File: src/rtl/uart_rx_byte.sv
// uart_rx_byte: 8N1 UART receiver, 16x oversampling with a mid-bit majority vote.
// A 2-flop synchroniser and a previous-line flop give falling-edge start detection.
// Optional macro UART_RX_PARITY_EN switches the frame to 8E1 and adds a PARITY state.
module uart_rx_byte #(
    parameter int CLOCK_FREQ = 50000000,
    parameter int BAUD_RATE  = 9600,
    parameter int OVERSAMPLE = 16,
    parameter int TICK_DIV   = CLOCK_FREQ / (BAUD_RATE * OVERSAMPLE)
) (
    input  logic       clock,
    input  logic       reset_n,
    input  logic       in,
    output logic       received,
    output logic [7:0] received_data,
    output logic       frame_error,
    output logic       busy
);

    localparam int TW = (TICK_DIV > 2) ? $clog2(TICK_DIV) : 1;
    localparam logic [TW-1:0] TICK_LAST = TW'(TICK_DIV - 1);

    typedef enum logic [2:0] {
        S_IDLE,
        S_START,
        S_DATA,
        S_PARITY,
        S_STOP
    } state_t;

    state_t          r_state;
    state_t          w_nextState;
    logic            r_sync1;
    logic            r_rxS;
    logic            r_rxP;
    logic [TW-1:0]   r_tickCnt;
    logic [3:0]      r_sampleCnt;
    logic [2:0]      r_bitCnt;
    logic [7:0]      r_shift;
    logic            r_vote7;
    logic            r_vote8;
    logic            r_received;
    logic            r_frameError;
    logic [7:0]      r_data;
    logic            w_tick;
    logic            w_sample9;
    logic            w_wrap;
    logic            w_vote;
    logic            w_busy;
    logic            w_frameOk;
    logic            w_frameBad;
`ifdef UART_RX_PARITY_EN
    logic            r_parityBit;
    logic            w_parityOk;
`endif

    assign w_tick    = (r_state != S_IDLE) && (r_tickCnt == TICK_LAST);
    assign w_sample9 = w_tick && (r_sampleCnt == 4'd9);
    assign w_wrap    = w_tick && (r_sampleCnt == 4'd15);
    assign w_vote    = (r_vote7 & r_vote8) | (r_vote7 & r_rxS) | (r_vote8 & r_rxS);
`ifdef UART_RX_PARITY_EN
    assign w_parityOk = ~(^{r_shift, r_parityBit});
`endif

    // Bring the asynchronous line into the clock domain and keep a delayed copy for edge detection
    always_ff @(posedge clock or negedge reset_n) begin
        if (!reset_n) begin
            r_sync1 <= 1'b1;
            r_rxS   <= 1'b1;
            r_rxP   <= 1'b1;
        end else begin
            r_sync1 <= in;
            r_rxS   <= r_sync1;
            r_rxP   <= r_rxS;
        end
    end

    // Sample-tick divider and sample counter, both parked at zero in IDLE so their phase follows the start edge
    always_ff @(posedge clock or negedge reset_n) begin
        if (!reset_n) begin
            r_tickCnt   <= '0;
            r_sampleCnt <= 4'd0;
        end else if (r_state == S_IDLE) begin
            r_tickCnt   <= '0;
            r_sampleCnt <= 4'd0;
        end else if (w_tick) begin
            r_tickCnt   <= '0;
            r_sampleCnt <= r_sampleCnt + 4'd1;
        end else begin
            r_tickCnt   <= r_tickCnt + TW'(1);
        end
    end

    // Vote capture, bit counter and shift register for the data bits
    always_ff @(posedge clock or negedge reset_n) begin
        if (!reset_n) begin
            r_vote7  <= 1'b1;
            r_vote8  <= 1'b1;
            r_bitCnt <= 3'd0;
            r_shift  <= 8'h00;
`ifdef UART_RX_PARITY_EN
            r_parityBit <= 1'b0;
`endif
        end else begin
            if (w_tick && r_sampleCnt == 4'd7) r_vote7 <= r_rxS;
            if (w_tick && r_sampleCnt == 4'd8) r_vote8 <= r_rxS;
            if (r_state == S_IDLE || (r_state == S_START && w_wrap)) begin
                r_bitCnt <= 3'd0;
            end else if (r_state == S_DATA && w_wrap) begin
                r_bitCnt <= r_bitCnt + 3'd1;
            end
            if (r_state == S_DATA && w_sample9) r_shift[r_bitCnt] <= w_vote;
`ifdef UART_RX_PARITY_EN
            if (r_state == S_PARITY && w_sample9) r_parityBit <= w_vote;
`endif
        end
    end

    // State register
    always_ff @(posedge clock or negedge reset_n) begin
        if (!reset_n) r_state <= S_IDLE;
        else          r_state <= w_nextState;
    end

    // Next-state logic; STOP returns to IDLE at mid-bit so a zero-gap next start edge is not missed
    always_comb begin
        w_nextState = r_state;
        case (r_state)
            S_IDLE:   if (r_rxP && !r_rxS) w_nextState = S_START;
            S_START: begin
                if (w_sample9 && w_vote) w_nextState = S_IDLE;
                else if (w_wrap)         w_nextState = S_DATA;
            end
            S_DATA: begin
                if (w_wrap && r_bitCnt == 3'd7) begin
`ifdef UART_RX_PARITY_EN
                    w_nextState = S_PARITY;
`else
                    w_nextState = S_STOP;
`endif
                end
            end
            S_PARITY: if (w_wrap) w_nextState = S_STOP;
            S_STOP:   if (w_sample9) w_nextState = S_IDLE;
            default:  w_nextState = S_IDLE;
        endcase
    end

    // Output decode: busy outside IDLE, and the good/bad frame verdict at the stop-bit vote
    always_comb begin
        w_busy     = (r_state != S_IDLE);
        w_frameOk  = 1'b0;
        w_frameBad = 1'b0;
        if (r_state == S_STOP && w_sample9) begin
`ifdef UART_RX_PARITY_EN
            w_frameOk  = w_vote && w_parityOk;
`else
            w_frameOk  = w_vote;
`endif
            w_frameBad = !w_frameOk;
        end
    end

    // Registered one-cycle strobes and the held output byte
    always_ff @(posedge clock or negedge reset_n) begin
        if (!reset_n) begin
            r_received   <= 1'b0;
            r_frameError <= 1'b0;
            r_data       <= 8'h00;
        end else begin
            r_received   <= w_frameOk;
            r_frameError <= w_frameBad;
            if (w_frameOk) r_data <= r_shift;
        end
    end

    assign received      = r_received;
    assign frame_error   = r_frameError;
    assign received_data = r_data;
    assign busy          = w_busy;

endmodule

File: config.mk
export PLATFORM = sky130hd
export DESIGN_NAME = uart_rx_byte
export DESIGN_NICKNAME = d
export VERILOG_FILES = /design/src/rtl/uart_rx_byte.sv
export SDC_FILE = /design/constraint.sdc
export NUM_CORES = 1
export LEC_CHECK = 0
export BUFFER_PORTS_ARGS = -buffer_cell sky130_fd_sc_hd__buf_2
export CAP_MARGIN = 20
export CORE_MARGIN = 2
export CORE_UTILIZATION = 53
export CTS_CLUSTER_DIAMETER = 30
export DETAILED_ROUTE_END_ITERATION = 10
export GPL_TIMING_DRIVEN = 0
export PLACE_DENSITY = 0.75
export SYNTH_ARGS = -nofsm -noshare
export SYNTH_HDL_FRONTEND = slang
export SYNTH_SLANG_ARGS = --single-unit
File: constraint.sdc
create_clock -name clock -period 1.9 [get_ports clock]
set_input_delay 0.38 -clock clock [delete_from_list [all_inputs] [get_ports clock]]
set_output_delay 0.38 -clock clock [all_outputs]
set_load 0.01 [all_outputs]
==> results.txt <==
----------------------------------------------------
[Critical path]
  Depth of the most critical reg-to-reg path ... 6
  FF-to-FF setup slack ... 40 ps
  Buf/Inv on CP ... 2
  Largest stage delay, worst path ... 440 ps
  Family with the most delay on the worst path ... simple AND/OR/NAND/NOR gates
  Worst endpoint data arrival time ... 2110 ps
  Cell breakdown of the critical path ... nor4b_4 -> buf_6 -> nand2_2 -> nor4_4 -> buf_4 -> mux2_2
  WS Path Type ... reg -> reg
  Critical path fanouts, max ... 6
  Crit start category ... flop
  Required time of the critical path ... 2150 ps
  Critical R2R Launch ... r_tickCnt[7]$_DFF_PN0_
  Capture instance of the worst register-to-register path ... received_data[2]$_DFFE_PN0P_
  Category of the worst setup path capture point ... flop
  Cell with the largest stage delay on the worst path ... sky130_fd_sc_hd__dfrtp_1

[Die]
  Floorplan row count ... 21
  Core Area ... 3420 um^2
  Die W ... 64.6 um
  Die area ... 4170 um^2
  Effective utilization at floorplan ... 0.569
  Boundary Pins ... 14
  DIE HEIGHT ... 64.6 um

[GRT]
  Overflow after GRT ... 0
  Number of global-route vias before repair ... 1501
  Maximum number of pins on one net before global-route repair ... 43
  Overall track demand over capacity in global routing ... 0.213
  Initial antenna violation count ... 0
  First-pass GRT wire length ... 6640 um

[Pwr]
  Clock network fraction of design power ... 0.303
  Seq pwr share ... 0.560
  Internal power ... 1350 uW
  Peak supply drop ... 0.000549 V
  Static leakage ... 0.00111 uW
  Total power density per cell area ... 781 nW/um^2
  Net Sw Power ... 480 uW
  Switching Share ... 0.262
  Combinational group share of total power ... 0.137

[Routing]
  Detailed-router iteration count before antenna repair ... 4
  DR WL/cell ... 15.6 um
  Number of design rule violations left after detail routing ... 0
  Final ANT Viol Nets ... 0
  Total Routed Length ... 3920 um
  Violation count after the first detailed-route iteration ... 51
  Overall via count from detail_route ... 1430
  Average vias per placed instance ... 5.70

[Layout]
  Post-Layout Cell Count ... 251
  Total number of nets in the final design ... 214
  Fraction of final layout cells with drive strength greater than 1 ... 0.346
  Layout filler cell count ... 254
  Area growth from synthesis to layout ... 20.6%
  Diodes inserted ... 0

[Timing]
  Highest attainable clock frequency ... 539 MHz
  Time the worst path needs with I/O delays and setup ... 1860 ps
  Setup repair after global routing missed its margin ... true
  Setup TNS ... 0 ps
  Final worst path period share ... 0.977
  Max-slew headroom ... 0.414
  Final count of pins violating max slew ... 0
  Total of endpoints with negative setup slack in the final report ... 0
  Setup Skew ... 9.03 ps
  Transition time at the pin with the least slew margin ... 880 ps
  Number of endpoints with negative hold slack in the final report ... 0

[Placed design]
  Placed Cells ... 227
  Final weighted congestion in routability-driven placement ... 0.768
  Post-DP HPWL ... 2510 um
  Number of buffer cells added on primary ports ... 13

[Yosys]
  Mean instance size in the synthesized netlist ... 11.6 um^2
  Synth Warn # ... 0
  Post-synthesis cell area ... 1940 um^2
  Async S/R FF share, synth ... 1.00
  Register area share after synthesis ... 0.544
  Top cell type by total area after synthesis ... sky130_fd_sc_hd__dfrtp_1
  Cell count after synthesis ... 168
  Ranking of synthesized cells by instance count ... sky130_fd_sc_hd__dfrtp_1 (37), sky130_fd_sc_hd__nor2_1 (14), sky130_fd_sc_hd__mux2_2 (13)
  Number of synthesized flops with an enable pin ... 0
  Number of synthesized register bits ... 42
  Most instantiated library cell after synthesis ... sky130_fd_sc_hd__dfrtp_1
  Area contributors post-synth ... sky130_fd_sc_hd__dfrtp_1 (48%), sky130_fd_sc_hd__mux2_2 (7.5%), sky130_fd_sc_hd__dfstp_2 (6.8%)
  Net count after synthesis ... 178
  Ys flop type ... sky130_fd_sc_hd__dfrtp_1
  Top-area cell type share of the netlist area ... 0.476
  Number of distinct library cells after synthesis ... 38

[Worst hold path]
  Path class of the lowest-slack min-delay path ... in -> reg
  Endpoint of the worst hold-timing path ... r_sync1$_DFF_PN1_
  Worst Hold Path Cells ... 1
  Launch point of the worst hold path ... in

[Clock network]
  TritonCTS clock tree ... built
  Number of H-tree levels ... 2
  Cell at the root of the clock tree ... sky130_fd_sc_hd__clkbuf_4
  CTS clk-pin slew, worst paths ... 110 ps
  Buffer levels on the longest clock path ... 2
  Number of buffers created by CTS ... 5
  Number of clock sinks seen by CTS ... 42
  CTS Hold Buffers Added ... 0
  Clock latency on the worst-skew pair ... 360 ps

[Outcome]
  Status ... finished clean

[Run]
  Max cap viols ... 0

----------------------------------------------------
==> registers in the layout (all words and copies together) (netlist names), 3 cells and up <==
register / count
r_state: 3
r_tickCnt: 9
r_shift: 8
received_data: 8
r_bitCnt: 3
r_sampleCnt: 4
==> how the worst max path moves through the flow <==
stage	start	to	slack (ps)	depth (start not counted)
3_5_place_dp	r_tickCnt[5]$_DFF_PN0_	received_data[2]$_DFFE_PN0P_	-350	4
2_1_floorplan	r_tickCnt[5]$_DFF_PN0_	received_data[0]$_DFFE_PN0P_	20	4
5_1_grt	r_tickCnt[1]$_DFF_PN0_	received_data[2]$_DFFE_PN0P_	-20	6
4_1_cts	r_state[2]$_DFFE_PN0P_	busy	8	4
6_report	r_tickCnt[7]$_DFF_PN0_	received_data[2]$_DFFE_PN0P_	40	6
3_3_place_gp	r_tickCnt[5]$_DFF_PN0_	received_data[4]$_DFFE_PN0P_	-280	4
==> cell type report <==
| class | instances | area, um^2 | area share |
|---|---|---|---|
| well taps | 46 | 57.6 | 0.0246 |
| clock buffers | 7 | 45.0 | 0.0192 |
| plain buffers | 2 | 12.5 | 0.00534 |
| inverters | 7 | 26.3 | 0.0112 |
| clock inverters | 1 | 30.0 | 0.0128 |
| repair buffers | 29 | 189 | 0.0806 |
| multi-input cells | 117 | 923 | 0.394 |
| flip-flops and latches | 42 | 1060 | 0.452 |
==> power by group through the flow <==
| stage | registers [uW] | clock network [uW] | logic (uW) |
|---|---|---|---|
| floorplan | 1030 | 0 | 138 |
| global placement | 1040 | 0 | 182 |
| detailed placement | 1050 | 0 | 195 |
| CTS | 1040 | 575 | 203 |
| global route | 1030 | 623 | 289 |
| finish | 1020 | 554 | 251 |
==> cells in the final DEF, fill, tap and decap left out, types with 2 or more instances in the layout <==
cell type / instances
sky130_fd_sc_hd__inv_1: 6
sky130_fd_sc_hd__mux2_4: 6
sky130_fd_sc_hd__buf_4: 16
sky130_fd_sc_hd__clkbuf_1: 2
sky130_fd_sc_hd__nor4_1: 2
sky130_fd_sc_hd__o21ai_0: 9
sky130_fd_sc_hd__ha_1: 6
sky130_fd_sc_hd__nand2_1: 8
sky130_fd_sc_hd__buf_2: 14
sky130_fd_sc_hd__dfrtp_2: 2
sky130_fd_sc_hd__a22o_1: 2
sky130_fd_sc_hd__xor2_1: 4
sky130_fd_sc_hd__xnor2_1: 6
sky130_fd_sc_hd__nand3_1: 7
sky130_fd_sc_hd__nor3_1: 5
sky130_fd_sc_hd__nand3b_1: 3
sky130_fd_sc_hd__nand4_1: 2
sky130_fd_sc_hd__dfrtp_1: 35
sky130_fd_sc_hd__nor2_1: 14
sky130_fd_sc_hd__a21oi_1: 2
sky130_fd_sc_hd__o31ai_1: 6
sky130_fd_sc_hd__mux2_2: 7
sky130_fd_sc_hd__and3_1: 3
sky130_fd_sc_hd__clkbuf_4: 5
sky130_fd_sc_hd__nand2b_1: 2
sky130_fd_sc_hd__dfstp_2: 5
sky130_fd_sc_hd__nand2_2: 2
sky130_fd_sc_hd__nor4_4: 2
==> through the flow <==
stage               utilization  hold WS (ps)  setup WS, ps  total power, uW  area [um^2]
detailed placement        0.606           355          -350             1250         2070
floorplan                     -          84.4          22.1             1170         1950
finish                    0.686           108          43.4             1830         2340
global route              0.686          78.3         -24.6             1940         2340
CTS                       0.658          95.6          7.97             1820         2250
global placement          0.606           347          -280             1220         2070
==> logic make-up (layout without fill, tap and decap cells) <==
family,after synthesis,count (layout),synth area share
muxes,13,13,0.0753
adders and majority gates,7,7,0.0451
xor gates and xnor gates,10,10,0.0451
DFF,42,42,0.544
and+or+nand+nor,63,63,0.193
AOI/OAI and AO/OA,24,24,0.0798
buffers and inverters,9,46,0.0180
==> per-layer routing <==
metal	vias up	global-route usage	wire length [um]
met2	31	0.361	2020
li1	681	-	-
met3	9	0.0660	143
met4	0	0.104	112
met1	709	0.245	1650
met5	-	0	0
==> repair_timing <==
item / in CTS / in global routing
resized for setup: 12 / 10
pin swaps: 5 / 3
buffers inserted: 7 / 9
endpoints found under the setup margin: 32 / 20
Note: power is estimated with default switching activity, not from simulation.
